[src/rtl/dmem_arbiter_if.sv]
// Bundle of the core (c_*), debug (d_*) and memory (m_*) buses seen by dmem_arbiter.
// slave is the arbiter's view; master is the surrounding core/debugger/memory view.
interface dmem_arbiter_if #(
    parameter int AW = 10,
    parameter int DW = 32
);
    logic            c_req;
    logic            c_we;
    logic [AW-1:0]   c_addr;
    logic [DW-1:0]   c_wdata;
    logic [DW/8-1:0] c_wmask;
    logic            c_gnt;
    logic            c_stall;
    logic            c_rvalid;
    logic [DW-1:0]   c_rdata;

    logic            d_req;
    logic            d_we;
    logic [AW-1:0]   d_addr;
    logic [DW-1:0]   d_wdata;
    logic [DW/8-1:0] d_wmask;
    logic            d_lock;
    logic            d_gnt;
    logic            d_rvalid;
    logic [DW-1:0]   d_rdata;

    logic            m_en;
    logic            m_we;
    logic [AW-1:0]   m_addr;
    logic [DW-1:0]   m_wdata;
    logic [DW/8-1:0] m_wmask;
    logic [DW-1:0]   m_rdata;

    modport slave (
        input  c_req, c_we, c_addr, c_wdata, c_wmask,
        output c_gnt, c_stall, c_rvalid, c_rdata,
        input  d_req, d_we, d_addr, d_wdata, d_wmask, d_lock,
        output d_gnt, d_rvalid, d_rdata,
        output m_en, m_we, m_addr, m_wdata, m_wmask,
        input  m_rdata
    );

    modport master (
        output c_req, c_we, c_addr, c_wdata, c_wmask,
        input  c_gnt, c_stall, c_rvalid, c_rdata,
        output d_req, d_we, d_addr, d_wdata, d_wmask, d_lock,
        input  d_gnt, d_rvalid, d_rdata,
        input  m_en, m_we, m_addr, m_wdata, m_wmask,
        output m_rdata
    );
endinterface

[src/rtl/dmem_arbiter.sv]
// Round-robin arbiter sharing a single-port data memory between the core (C) and a
// debug/loader port (D), with a debug lock for exclusive bursts and read-data routing.
module dmem_arbiter #(
    parameter int AW = 10,
    parameter int DW = 32
) (
    input logic           clk,
    input logic           rst,
    dmem_arbiter_if.slave bus
);
    typedef enum logic {OPEN, LOCKED} mode_e;

    mode_e mode_q, mode_d;
    logic  last_q, last_d;
    logic  rpend_q, rpend_d;
    logic  rsel_q, rsel_d;

    logic            gnt_c, gnt_d;
    logic            we_mux;
    logic [AW-1:0]   addr_mux;
    logic [DW-1:0]   wdata_mux;
    logic [DW/8-1:0] wmask_mux;

    always_ff @(posedge clk or negedge rst) begin
        if (!rst) begin
            mode_q  <= OPEN;
            last_q  <= 1'b1;
            rpend_q <= 1'b0;
            rsel_q  <= 1'b0;
        end else begin
            mode_q  <= mode_d;
            last_q  <= last_d;
            rpend_q <= rpend_d;
            rsel_q  <= rsel_d;
        end
    end

    always_comb begin
        gnt_c  = 1'b0;
        gnt_d  = 1'b0;
        mode_d = mode_q;
        last_d = last_q;

        // Grants are gated by reset so nothing reaches memory while rst is low.
        if (rst) begin
            if (mode_q == LOCKED && bus.d_lock) begin
                gnt_d = bus.d_req;
            end else if (bus.c_req && bus.d_req) begin
                // Releasing a lock hands the contested cycle to the core.
                if (mode_q == LOCKED || last_q) gnt_c = 1'b1;
                else                            gnt_d = 1'b1;
            end else begin
                gnt_c = bus.c_req;
                gnt_d = bus.d_req;
            end
        end

        if (gnt_c)      last_d = 1'b0;
        else if (gnt_d) last_d = 1'b1;

        unique case (mode_q)
            OPEN:    if (gnt_d && bus.d_lock) mode_d = LOCKED;
            LOCKED:  if (!bus.d_lock)         mode_d = OPEN;
            default: mode_d = OPEN;
        endcase
    end

    always_comb begin
        we_mux    = 1'b0;
        addr_mux  = bus.c_addr;
        wdata_mux = bus.c_wdata;
        wmask_mux = '0;
        if (gnt_c) begin
            we_mux    = bus.c_we;
            wmask_mux = bus.c_wmask;
        end else if (gnt_d) begin
            we_mux    = bus.d_we;
            addr_mux  = bus.d_addr;
            wdata_mux = bus.d_wdata;
            wmask_mux = bus.d_wmask;
        end
    end

    always_comb begin
        rpend_d = (gnt_c | gnt_d) & ~we_mux;
        rsel_d  = gnt_d;
    end

    assign bus.m_en     = gnt_c | gnt_d;
    assign bus.m_we     = we_mux;
    assign bus.m_addr   = addr_mux;
    assign bus.m_wdata  = wdata_mux;
    assign bus.m_wmask  = wmask_mux;

    assign bus.c_gnt    = gnt_c;
    assign bus.d_gnt    = gnt_d;
    assign bus.c_stall  = rst & bus.c_req & ~gnt_c;

    assign bus.c_rvalid = rpend_q & ~rsel_q;
    assign bus.d_rvalid = rpend_q & rsel_q;
    assign bus.c_rdata  = bus.m_rdata;
    assign bus.d_rdata  = bus.m_rdata;
endmodule

[src/flat_wrapper.sv]
// flat-port wrapper written by rule: the top's interface ports become plain ports
module dmem_arbiter_flat 
#(
    parameter int AW = 10,
    parameter int DW = 32
)
  (clk, rst, bus_c_req, bus_c_we, bus_c_addr, bus_c_wdata, bus_c_wmask, bus_c_gnt, bus_c_stall, bus_c_rvalid, bus_c_rdata, bus_d_req, bus_d_we, bus_d_addr, bus_d_wdata, bus_d_wmask, bus_d_lock, bus_d_gnt, bus_d_rvalid, bus_d_rdata, bus_m_en, bus_m_we, bus_m_addr, bus_m_wdata, bus_m_wmask, bus_m_rdata);
  dmem_arbiter_if #(.AW(AW), .DW(DW)) bus_i ();
  input logic clk;
  input logic rst;
  input wire logic [$bits(bus_i.c_req)-1:0] bus_c_req;
  input wire logic [$bits(bus_i.c_we)-1:0] bus_c_we;
  input wire logic [$bits(bus_i.c_addr)-1:0] bus_c_addr;
  input wire logic [$bits(bus_i.c_wdata)-1:0] bus_c_wdata;
  input wire logic [$bits(bus_i.c_wmask)-1:0] bus_c_wmask;
  output wire logic [$bits(bus_i.c_gnt)-1:0] bus_c_gnt;
  output wire logic [$bits(bus_i.c_stall)-1:0] bus_c_stall;
  output wire logic [$bits(bus_i.c_rvalid)-1:0] bus_c_rvalid;
  output wire logic [$bits(bus_i.c_rdata)-1:0] bus_c_rdata;
  input wire logic [$bits(bus_i.d_req)-1:0] bus_d_req;
  input wire logic [$bits(bus_i.d_we)-1:0] bus_d_we;
  input wire logic [$bits(bus_i.d_addr)-1:0] bus_d_addr;
  input wire logic [$bits(bus_i.d_wdata)-1:0] bus_d_wdata;
  input wire logic [$bits(bus_i.d_wmask)-1:0] bus_d_wmask;
  input wire logic [$bits(bus_i.d_lock)-1:0] bus_d_lock;
  output wire logic [$bits(bus_i.d_gnt)-1:0] bus_d_gnt;
  output wire logic [$bits(bus_i.d_rvalid)-1:0] bus_d_rvalid;
  output wire logic [$bits(bus_i.d_rdata)-1:0] bus_d_rdata;
  output wire logic [$bits(bus_i.m_en)-1:0] bus_m_en;
  output wire logic [$bits(bus_i.m_we)-1:0] bus_m_we;
  output wire logic [$bits(bus_i.m_addr)-1:0] bus_m_addr;
  output wire logic [$bits(bus_i.m_wdata)-1:0] bus_m_wdata;
  output wire logic [$bits(bus_i.m_wmask)-1:0] bus_m_wmask;
  input wire logic [$bits(bus_i.m_rdata)-1:0] bus_m_rdata;
  assign bus_i.c_req = bus_c_req;
  assign bus_i.c_we = bus_c_we;
  assign bus_i.c_addr = bus_c_addr;
  assign bus_i.c_wdata = bus_c_wdata;
  assign bus_i.c_wmask = bus_c_wmask;
  assign bus_c_gnt = bus_i.c_gnt;
  assign bus_c_stall = bus_i.c_stall;
  assign bus_c_rvalid = bus_i.c_rvalid;
  assign bus_c_rdata = bus_i.c_rdata;
  assign bus_i.d_req = bus_d_req;
  assign bus_i.d_we = bus_d_we;
  assign bus_i.d_addr = bus_d_addr;
  assign bus_i.d_wdata = bus_d_wdata;
  assign bus_i.d_wmask = bus_d_wmask;
  assign bus_i.d_lock = bus_d_lock;
  assign bus_d_gnt = bus_i.d_gnt;
  assign bus_d_rvalid = bus_i.d_rvalid;
  assign bus_d_rdata = bus_i.d_rdata;
  assign bus_m_en = bus_i.m_en;
  assign bus_m_we = bus_i.m_we;
  assign bus_m_addr = bus_i.m_addr;
  assign bus_m_wdata = bus_i.m_wdata;
  assign bus_m_wmask = bus_i.m_wmask;
  assign bus_i.m_rdata = bus_m_rdata;
  dmem_arbiter #(.AW(AW), .DW(DW)) u_core (.clk(clk), .rst(rst), .bus(bus_i));
endmodule
[config.mk]
export PLATFORM = sky130hd
export DESIGN_NAME = dmem_arbiter_flat
export DESIGN_NICKNAME = d
export VERILOG_FILES = /design/src/rtl/dmem_arbiter_if.sv /design/src/rtl/dmem_arbiter.sv /design/src/flat_wrapper.sv
export SDC_FILE = /design/constraint.sdc
export NUM_CORES = 1
export LEC_CHECK = 0
export BUFFER_PORTS_ARGS = -buffer_cell sky130_fd_sc_hd__buf_2
export CAP_MARGIN = 20
export CELL_PAD_IN_SITES_DETAIL_PLACEMENT = 0
export CELL_PAD_IN_SITES_GLOBAL_PLACEMENT = 2
export CORE_UTILIZATION = 11
export DETAILED_ROUTE_END_ITERATION = 12
export PLACE_DENSITY_LB_ADDON = 0.1
export SYNTH_ARGS = -nofsm -noshare
export SYNTH_HDL_FRONTEND = slang
export SYNTH_SLANG_ARGS = --single-unit
[constraint.sdc]
create_clock -name clk -period 1.7 [get_ports clk]
set_input_delay 0.17 -clock clk [delete_from_list [all_inputs] [get_ports clk]]
set_output_delay 0.17 -clock clk [all_outputs]
set_load 0.02 [all_outputs]
# Yosys cells after proc, flatten, opt, wreduce, memory -nomap -nowiden
# Cells that the tools add are included.
word_totals:
  word_cells: 40
  out_inout_bits: 117
  input_bits: 131
  reg_bits: 4
classes:
  n_bitwise: 10
  mux: 21
  reduce_logical: 5
ops:
  columns: ["op", "n"]
  rows:
  - ["$mux W32", 2]
  - ["$mux W10", 2]
  - ["$mux W1", 14]
  - ["$mux W4", 2]
  - ["$and A1 B1 Y1", 5]
  - ["$not A1 Y1", 4]
  - ["$logic_and A1 B1 Y1", 3]
  - ["$pmux W1 S2", 1]
  - ["$reduce_bool A2 Y1", 1]
  - ["$logic_or A1 B1 Y1", 1]
  - ["$or A1 B1 Y1", 1]

# Depth between registers and ports, before layout
# Gate-level depths: netlist of the first run.
logic_depth:
  word_depth: 9
  depth_mapped: 6
  depth_no_buf: 5

# Worst setup path before layout of the first run
# OpenSTA, ideal clock, no wires.
synth_path:
  kind: "reg-to-output"
  startpoint: "reg u_core.last_q"
  endpoint: "out bus_m_addr[0]"
  path_stages_with_launch: 7
  n_path_buf: 2
  slack_ps: -134
  required_ps: 1530
  arrival_time_ps: 1664
  cell_sequence: "dfstp_2 -> or2b_1 -> a21boi_2 -> or2_1 -> buf_6 -> buf_12 -> mux2_4"
synth_between:
  elab_chain_cells: 7
  elab_cells_between_ends: 11
  classes_between: "mux (10); reduce/logical (1)"
synth_rtl:
  columns: ["element", "line_no", "source"]
  rows:
  - ["start, declared", "dmem_arbiter.sv:14", "logic last_q, last_d;"]
  - ["start signal, assigned", "dmem_arbiter.sv:32", "last_q <= last_d;"]
  - ["$logic_or A1 B1 Y1 *", "dmem_arbiter.sv:50", "if (mode_q == LOCKED || last_q) gnt_c = 1'b1;"]
  - ["$mux W1", "dmem_arbiter.sv:50", null]
  - ["$mux W1", "dmem_arbiter.sv:48", "end else if (bus.c_req && bus.d_req) begin"]
  - ["$mux W1", "dmem_arbiter.sv:46", "if (mode_q == LOCKED && bus.d_lock) begin"]
  - ["$mux W1", "dmem_arbiter.sv:45", "if (rst) begin"]
  - ["$mux W10", "dmem_arbiter.sv:76", "end else if (gnt_d) begin"]
  - ["$mux W10 *", "dmem_arbiter.sv:73", "if (gnt_c) begin"]
  - ["end, declared", "flat_wrapper.sv:31", "output wire logic [$bits(bus_i.m_addr)-1:0] bus_m_addr;"]
# Every way passes the cells marked *; elsewhere a longest branch is shown, timed or not.

# Worst setup path after layout of the first run
layout_path:
  startpoint: "reg u_core.last_q"
  endpoint: "out bus_m_addr[3]"
# Same word-level chain as after synthesis.

==> results.json, run 1 <==
{
  "grt_pass1_wl_um": 6734,
  "startpoint": "u_core.last_q",
  "avgSynthCellArea_um2": 10.41,
  "multi_input_area_um2": 798.3,
  "dp_slack_ns": -0.2859,
  "start_kind": "flop",
  "drt_first_pass_iters": 3,
  "synth.distinct_cells": 23,
  "crit_type": "flop to primary output",
  "yosysSeqAreaShare": 0.07007,
  "track_usage": 0.06613,
  "io_pins": 248,
  "wire_per_inst_um": 12.34,
  "p_per_area_nw_per_um2": 549.6,
  "synthCells": 139,
  "cts.clk_slew.worst_paths_ns": 0.03,
  "path_cells": "or2b_1, a21boi_2, or2_4, buf_12, mux2_4, buf_2",
  "dp_hpwl_um": 4228,
  "num_vias": 1332,
  "ctsRootBufferMaster": "clkbuf_16",
  "swShare": 0.3226,
  "utilization": 0.1899,
  "period_needed_ns": 2.176,
  "regArea_um2": 101.3,
  "grt_max_degree": 22,
  "top_layer_used": "met4",
  "cp_num_buf_inv": 2,
  "numCtsBuffers": 3,
  "die-area_um2": 13610,
  "crit_path_end": "bus_m_addr[3]",
  "cp_max_fo": 21,
  "post-route-period-util": 1.280,
  "arrival_ns": 2.01,
  "r2r_start": "u_core.last_q",
  "worstRegToRegCells": 7,
  "post-route-drc-count": 0,
  "ant_nets": 0,
  "synth_top_area_frac": 0.3945,
  "yosysMostFrequentCell": "buf_4",
  "slew_viol_final": 0,
  "die_h_um": 116.7,
  "max_freq_ghz": 0.4596,
  "worst_path_dominant_cell_family": "flip-flops",
  "grt_setup_unrepaired": "true",
  "status": "complete, but fails checks",
  "internal_power_mw": 0.8995,
  "async_flop_share": 1.000,
  "core_area_um2": 12720,
  "yosys.area.top_type": "mux2_4",
  "route.layer.met1.wl_um": 1720,
  "row_count": 41,
  "netlist_area_um2": 1446,
  "drtIter0Drc": 8,
  "synthFlopType": "dfrtp_1",
  "ys_warn_count": 0,
  "worstPathRequired_ns": 1.53,
  "vias_per_cell": 3.217,
  "clk_path_buf_depth": 2,
  "yosys-top-cells-count": "buf_4 (64), mux2_4 (38), a22o_1 (4), buf_12 (4), mux2_2 (4)",
  "nets": 374,
  "cts.sinks": 4,
  "p_clk_frac": 0.286,
  "wl_met3_um": 794,
  "final.setup.worst_slack_ns": -0.4757,
  "ys_seq_elements": 4,
  "p_leak_nw": 1.334,
  "fin_setup_tns_ns": -21.09,
  "synth.area.top_cells": "mux2_4 (39%), buf_4 (33%), buf_12 (5.5%)",
  "final_cells": 414,
  "start_util": 0.1137,
  "p_sw_mw": 0.4284,
  "final-hold-violation-count": 0,
  "slew_headroom": 0.8767,
  "area_growth_pct": 67.04,
  "regToRegSetupSlack_ns": -0.07,
  "setup_violations": 51,
  "cts_tree": "done",
  "drv_cap": 0,
  "syn-num-nets": 270,
  "routed_wl_um": 5108,
  "wl_met2_um": 2451,
  "grt-ovfl-total": 0,
  "clk_latency_ns": 0.23,
  "power_frac_comb": 0.625,
  "irDropWorstVdd_mv": 0.2623,
  "die_w_um": 116.7,
  "cpMaxStageDelayCell": "dfstp_2",
  "skew_ns": 0.001315,
  "placed_cells": 402,
  "synth_enable_flop_cells": 0,
  "hold_class": "input pin to async pin",
  "slowest_delay_ns": 0.52,
  "grt_pass1_vias": 1300,
  "cts.htree.levels": 1,
  "port_buffers": 151,
  "fillers": 1456,
  "routabilityCongestion": 0.6628,
  "cp.depth": 6,
  "tightestPinTransition_ns": 0.1846,
  "violations": "setup timing",
  "drive_above_1_share": 0.9091,
  "grt_antenna_before_repair": 0,
  "cp-end-kind": "primary output",
  "p_seq_frac": 0.089,
  "antennaDiodeCount": 0,
  "r2r-end": "u_core.mode_q",
  "fin_total_pwr_mw": 1.328
}
-- sequential cells by signal, indices dropped and copies added (netlist names) --
| register | cells |
|---|---|
| u_core.mode_q | 1 |
| u_core.rpend_q | 1 |
| u_core.last_q | 1 |
| u_core.rsel_q | 1 |
-- cell usage in the layout (no fill, tap or decap), types with 2 or more instances in the layout --
master,count
mux2_2,3
buf_4,8
buf_6,41
clkbuf_16,3
dfrtp_1,3
buf_12,3
buf_2,113
a21oi_1,3
mux2_4,39
a22o_1,4
buf_16,2
nand2_1,3
-- stage by stage --
stage                     instance area (µm²)  hold slack, ns
after floorplan                          1446         -0.1256
after global placement                   1938          0.1001
after detailed placement                 1938         0.09115
after CTS                                2290         0.01547
after global routing                     2416         0.03973
final                                    2416         0.02422
-- layer usage --
metal	track usage	vias to the layer above
li1	-	614
met1	0.06435	573
met2	0.1207	116
met3	0.02698	29
met4	0.03291	0
met5	0	-
-- power groups by stage --
stage                     clock, mW  sequential (mW)  combinational (mW)
final                         0.380            0.118               0.830
after detailed placement          0            0.118               0.663
after CTS                     0.386            0.118               0.785
after global routing          0.398            0.121               0.886
after floorplan                   0            0.118               0.634
after global placement            0            0.117               0.674
-- worst min-delay path by stage --
stage          from       endpoint  slack [ns]  cells past startpoint
5_1_grt         rst  u_core.last_q        0.04                      2
2_1_floorplan   rst  u_core.mode_q       -0.13                      0
3_3_place_gp    rst  u_core.mode_q        0.10                      2
4_1_cts         rst  u_core.last_q        0.02                      2
6_report        rst  u_core.last_q        0.02                      2
3_5_place_dp    rst  u_core.mode_q        0.09                      2
-- what timing repair did --
item                                    CTS  global route
cloned                                    2             0
hold buffers                              1             0
gates resized for setup                  52            38
pin swaps                                 3             2
hold endpoints to repair                  3             0
buffers inserted                          4             2
endpoints found under the setup margin   50            52
-- kinds of logic after synthesis --
logic type,count (synthesis),synth area share
buffers and inverters,71,0.4005
muxes,42,0.4256
AOI/OAI and AO/OA,11,0.06228
and+or+nand+nor,11,0.04153
DFF,4,0.07007
-- area by class of cell --
type / instances / share of cell area
timing repair buffer: 168 / 0.5018
tap: 172 / 0.08907
inverter: 2 / 0.004143
sequential: 4 / 0.04195
clock buffer: 4 / 0.03263
multi-input combinational: 64 / 0.3304
Note: power is estimated with default switching activity, not from simulation.
==> inputs of run 2 (changes only) <==
--- a/config.mk
+++ b/config.mk
@@ -9,7 +9,7 @@
 export CAP_MARGIN = 20
 export CELL_PAD_IN_SITES_DETAIL_PLACEMENT = 0
 export CELL_PAD_IN_SITES_GLOBAL_PLACEMENT = 2
-export CORE_UTILIZATION = 11
+export CORE_UTILIZATION = 13
 export DETAILED_ROUTE_END_ITERATION = 12
 export PLACE_DENSITY_LB_ADDON = 0.1
 export SYNTH_ARGS = -nofsm -noshare
==> constraint.sdc (replaced) <==
create_clock -name clk -period 2.7 [get_ports clk]
set_input_delay 0.27 -clock clk [delete_from_list [all_inputs] [get_ports clk]]
set_output_delay 0.27 -clock clk [all_outputs]
set_load 0.02 [all_outputs]
==> results.json, run 2 (synthesis gave the netlist of run 1 again) <==
{
  "grt_max_degree": 46,
  "p_sw_mw": 0.2264,
  "arrival_ns": 2.19,
  "post-cts-setup-buffer-count": 0,
  "cpMaxStageDelayCell": "dfstp_2",
  "ctsRootBufferMaster": "clkbuf_8",
  "start_kind": "flop",
  "worstPathRequired_ns": 2.43,
  "routed_wl_um": 4420,
  "ant_nets": 0,
  "die_w_um": 107.5,
  "vias_per_cell": 3.458,
  "cts.repair.resized": 0,
  "p_leak_nw": 1.125,
  "grt_antenna_before_repair": 0,
  "p_clk_frac": 0.219,
  "path_cells": "or2b_1, a21boi_2, or2_2, buf_12, inv_1, a22o_1, buf_2",
  "track_usage": 0.06706,
  "r2r-end": "u_core.mode_q",
  "final-hold-violation-count": 0,
  "cp_num_buf_inv": 3,
  "cts.htree.levels": 1,
  "whs_path_depth": 2,
  "tightestPinTransition_ns": 0.5802,
  "clk_latency_ns": 0.22,
  "drt_first_pass_iters": 4,
  "slowest_delay_ns": 0.52,
  "r2r_start": "u_core.last_q",
  "setup_violations": 0,
  "core_area_um2": 10840,
  "row_count": 38,
  "fillers": 1252,
  "swShare": 0.3805,
  "p_seq_frac": 0.126,
  "cp_max_fo": 45,
  "fin_total_pwr_mw": 0.5951,
  "drv_cap": 0,
  "hold_class": "input pin to flop",
  "cts.sinks": 4,
  "fin_setup_tns_ns": 0,
  "grt_pass1_wl_um": 5996,
  "num_vias": 1269,
  "ctsHoldBuffers": 1,
  "io_pins": 248,
  "cp-end-kind": "primary output",
  "antennaDiodeCount": 0,
  "area_growth_pct": 30.02,
  "routabilityCongestion": 0.6321,
  "die-area_um2": 11550,
  "drtIter0Drc": 14,
  "grt_pass1_vias": 1215,
  "slew_viol_final": 0,
  "irDropWorstVdd_mv": 0.1222,
  "status": "finished, final reports clean",
  "crit_type": "flop to primary output",
  "regToRegSetupSlack_ns": 0.78,
  "final_cell_mix": "buf_2 (151), mux2_4 (38), a22o_1 (4), mux2_2 (4)",
  "max_freq_ghz": 0.4073,
  "min_to": "u_core.mode_q",
  "nets": 359,
  "min_from": "bus_d_lock",
  "layout_commonest_cell": "buf_2",
  "clk_path_buf_depth": 2,
  "worst_path_dominant_cell_family": "buffers and inverters",
  "period_needed_ns": 2.455,
  "drive_above_1_share": 0.8855,
  "post-route-drc-count": 0,
  "p_per_area_nw_per_um2": 316.5,
  "start_util": 0.1334,
  "power_frac_comb": 0.656,
  "numCtsBuffers": 3,
  "dp_hpwl_um": 3848,
  "internal_power_mw": 0.3687,
  "wire_per_inst_um": 12.04,
  "slew_headroom": 0.6125,
  "die_h_um": 107.5,
  "grt_setup_unrepaired": "false",
  "grt-ovfl-total": 0,
  "port_buffers": 151,
  "cts.clk_slew.worst_paths_ns": 0.03,
  "worstRegToRegCells": 6,
  "cts_tree": "done",
  "skew_ns": 0.004983,
  "post-route-period-util": 0.9093
}
## run 2: changes by cell type in the layout (fill, tap and decap cells not counted), sizes merged
cell / delta
buf: -15
## run 2: routing by layer
| layer | routed length [µm] | vias up | share of wire | track usage |
|---|---|---|---|---|
| li1 | - | 583 | - | - |
| met1 | 1424 | 540 | 0.32 | 0.05972 |
| met2 | 2243 | 136 | 0.51 | 0.1310 |
| met3 | 723 | 10 | 0.16 | 0.03390 |
| met4 | 28 | 0 | 0.0063 | 0.01761 |
| met5 | 0 | - | 0 | 0 |
## run 2: metrics by stage
step                instances  worst slack, ns  instance area [µm²]  hold slack [ns]    util
floorplan                 139           0.7665                 1446         -0.02559       -
global placement          362           0.4475                 1826           0.1255  0.1684
detailed placement        362           0.4211                 1826           0.1226  0.1684
CTS                       367           0.1806                 1881           0.3153  0.1735
global route              367          0.08335                 1881           0.3198  0.1735
finish                    367           0.2449                 1881           0.3191  0.1735
## run 2: worst max path at each step
stage                  startpoint             end  slack [ns]  depth (start not counted)
finish              u_core.last_q  bus_m_wmask[0]        0.24                          7
detailed placement  u_core.last_q  bus_m_wmask[0]        0.42                          7
global placement    u_core.last_q  bus_m_wmask[1]        0.45                          7
CTS                 u_core.last_q  bus_m_wmask[0]        0.18                          7
global route        u_core.last_q  bus_m_wmask[1]        0.08                          7
floorplan           u_core.last_q   bus_m_addr[0]        0.77                          6
## run 2: power groups by stage
stage	clock network, mW	registers [mW]	logic, mW
detailed placement	0	0.0754	0.396
floorplan	0	0.0743	0.399
finish	0.130	0.0747	0.390
global placement	0	0.0754	0.402
global route	0.140	0.0764	0.419
CTS	0.135	0.0749	0.398
## run 2: area by class of cell
type,instances,area (µm²),area share
Timing Repair Buffer,153,785.8,0.4178
Multi-Input combinational cell,64,765.7,0.4072
Tap cell,140,175.2,0.09315
Sequential cell,4,101.3,0.05389
Clock buffer,4,45.04,0.02395
Inverter,2,7.507,0.003992
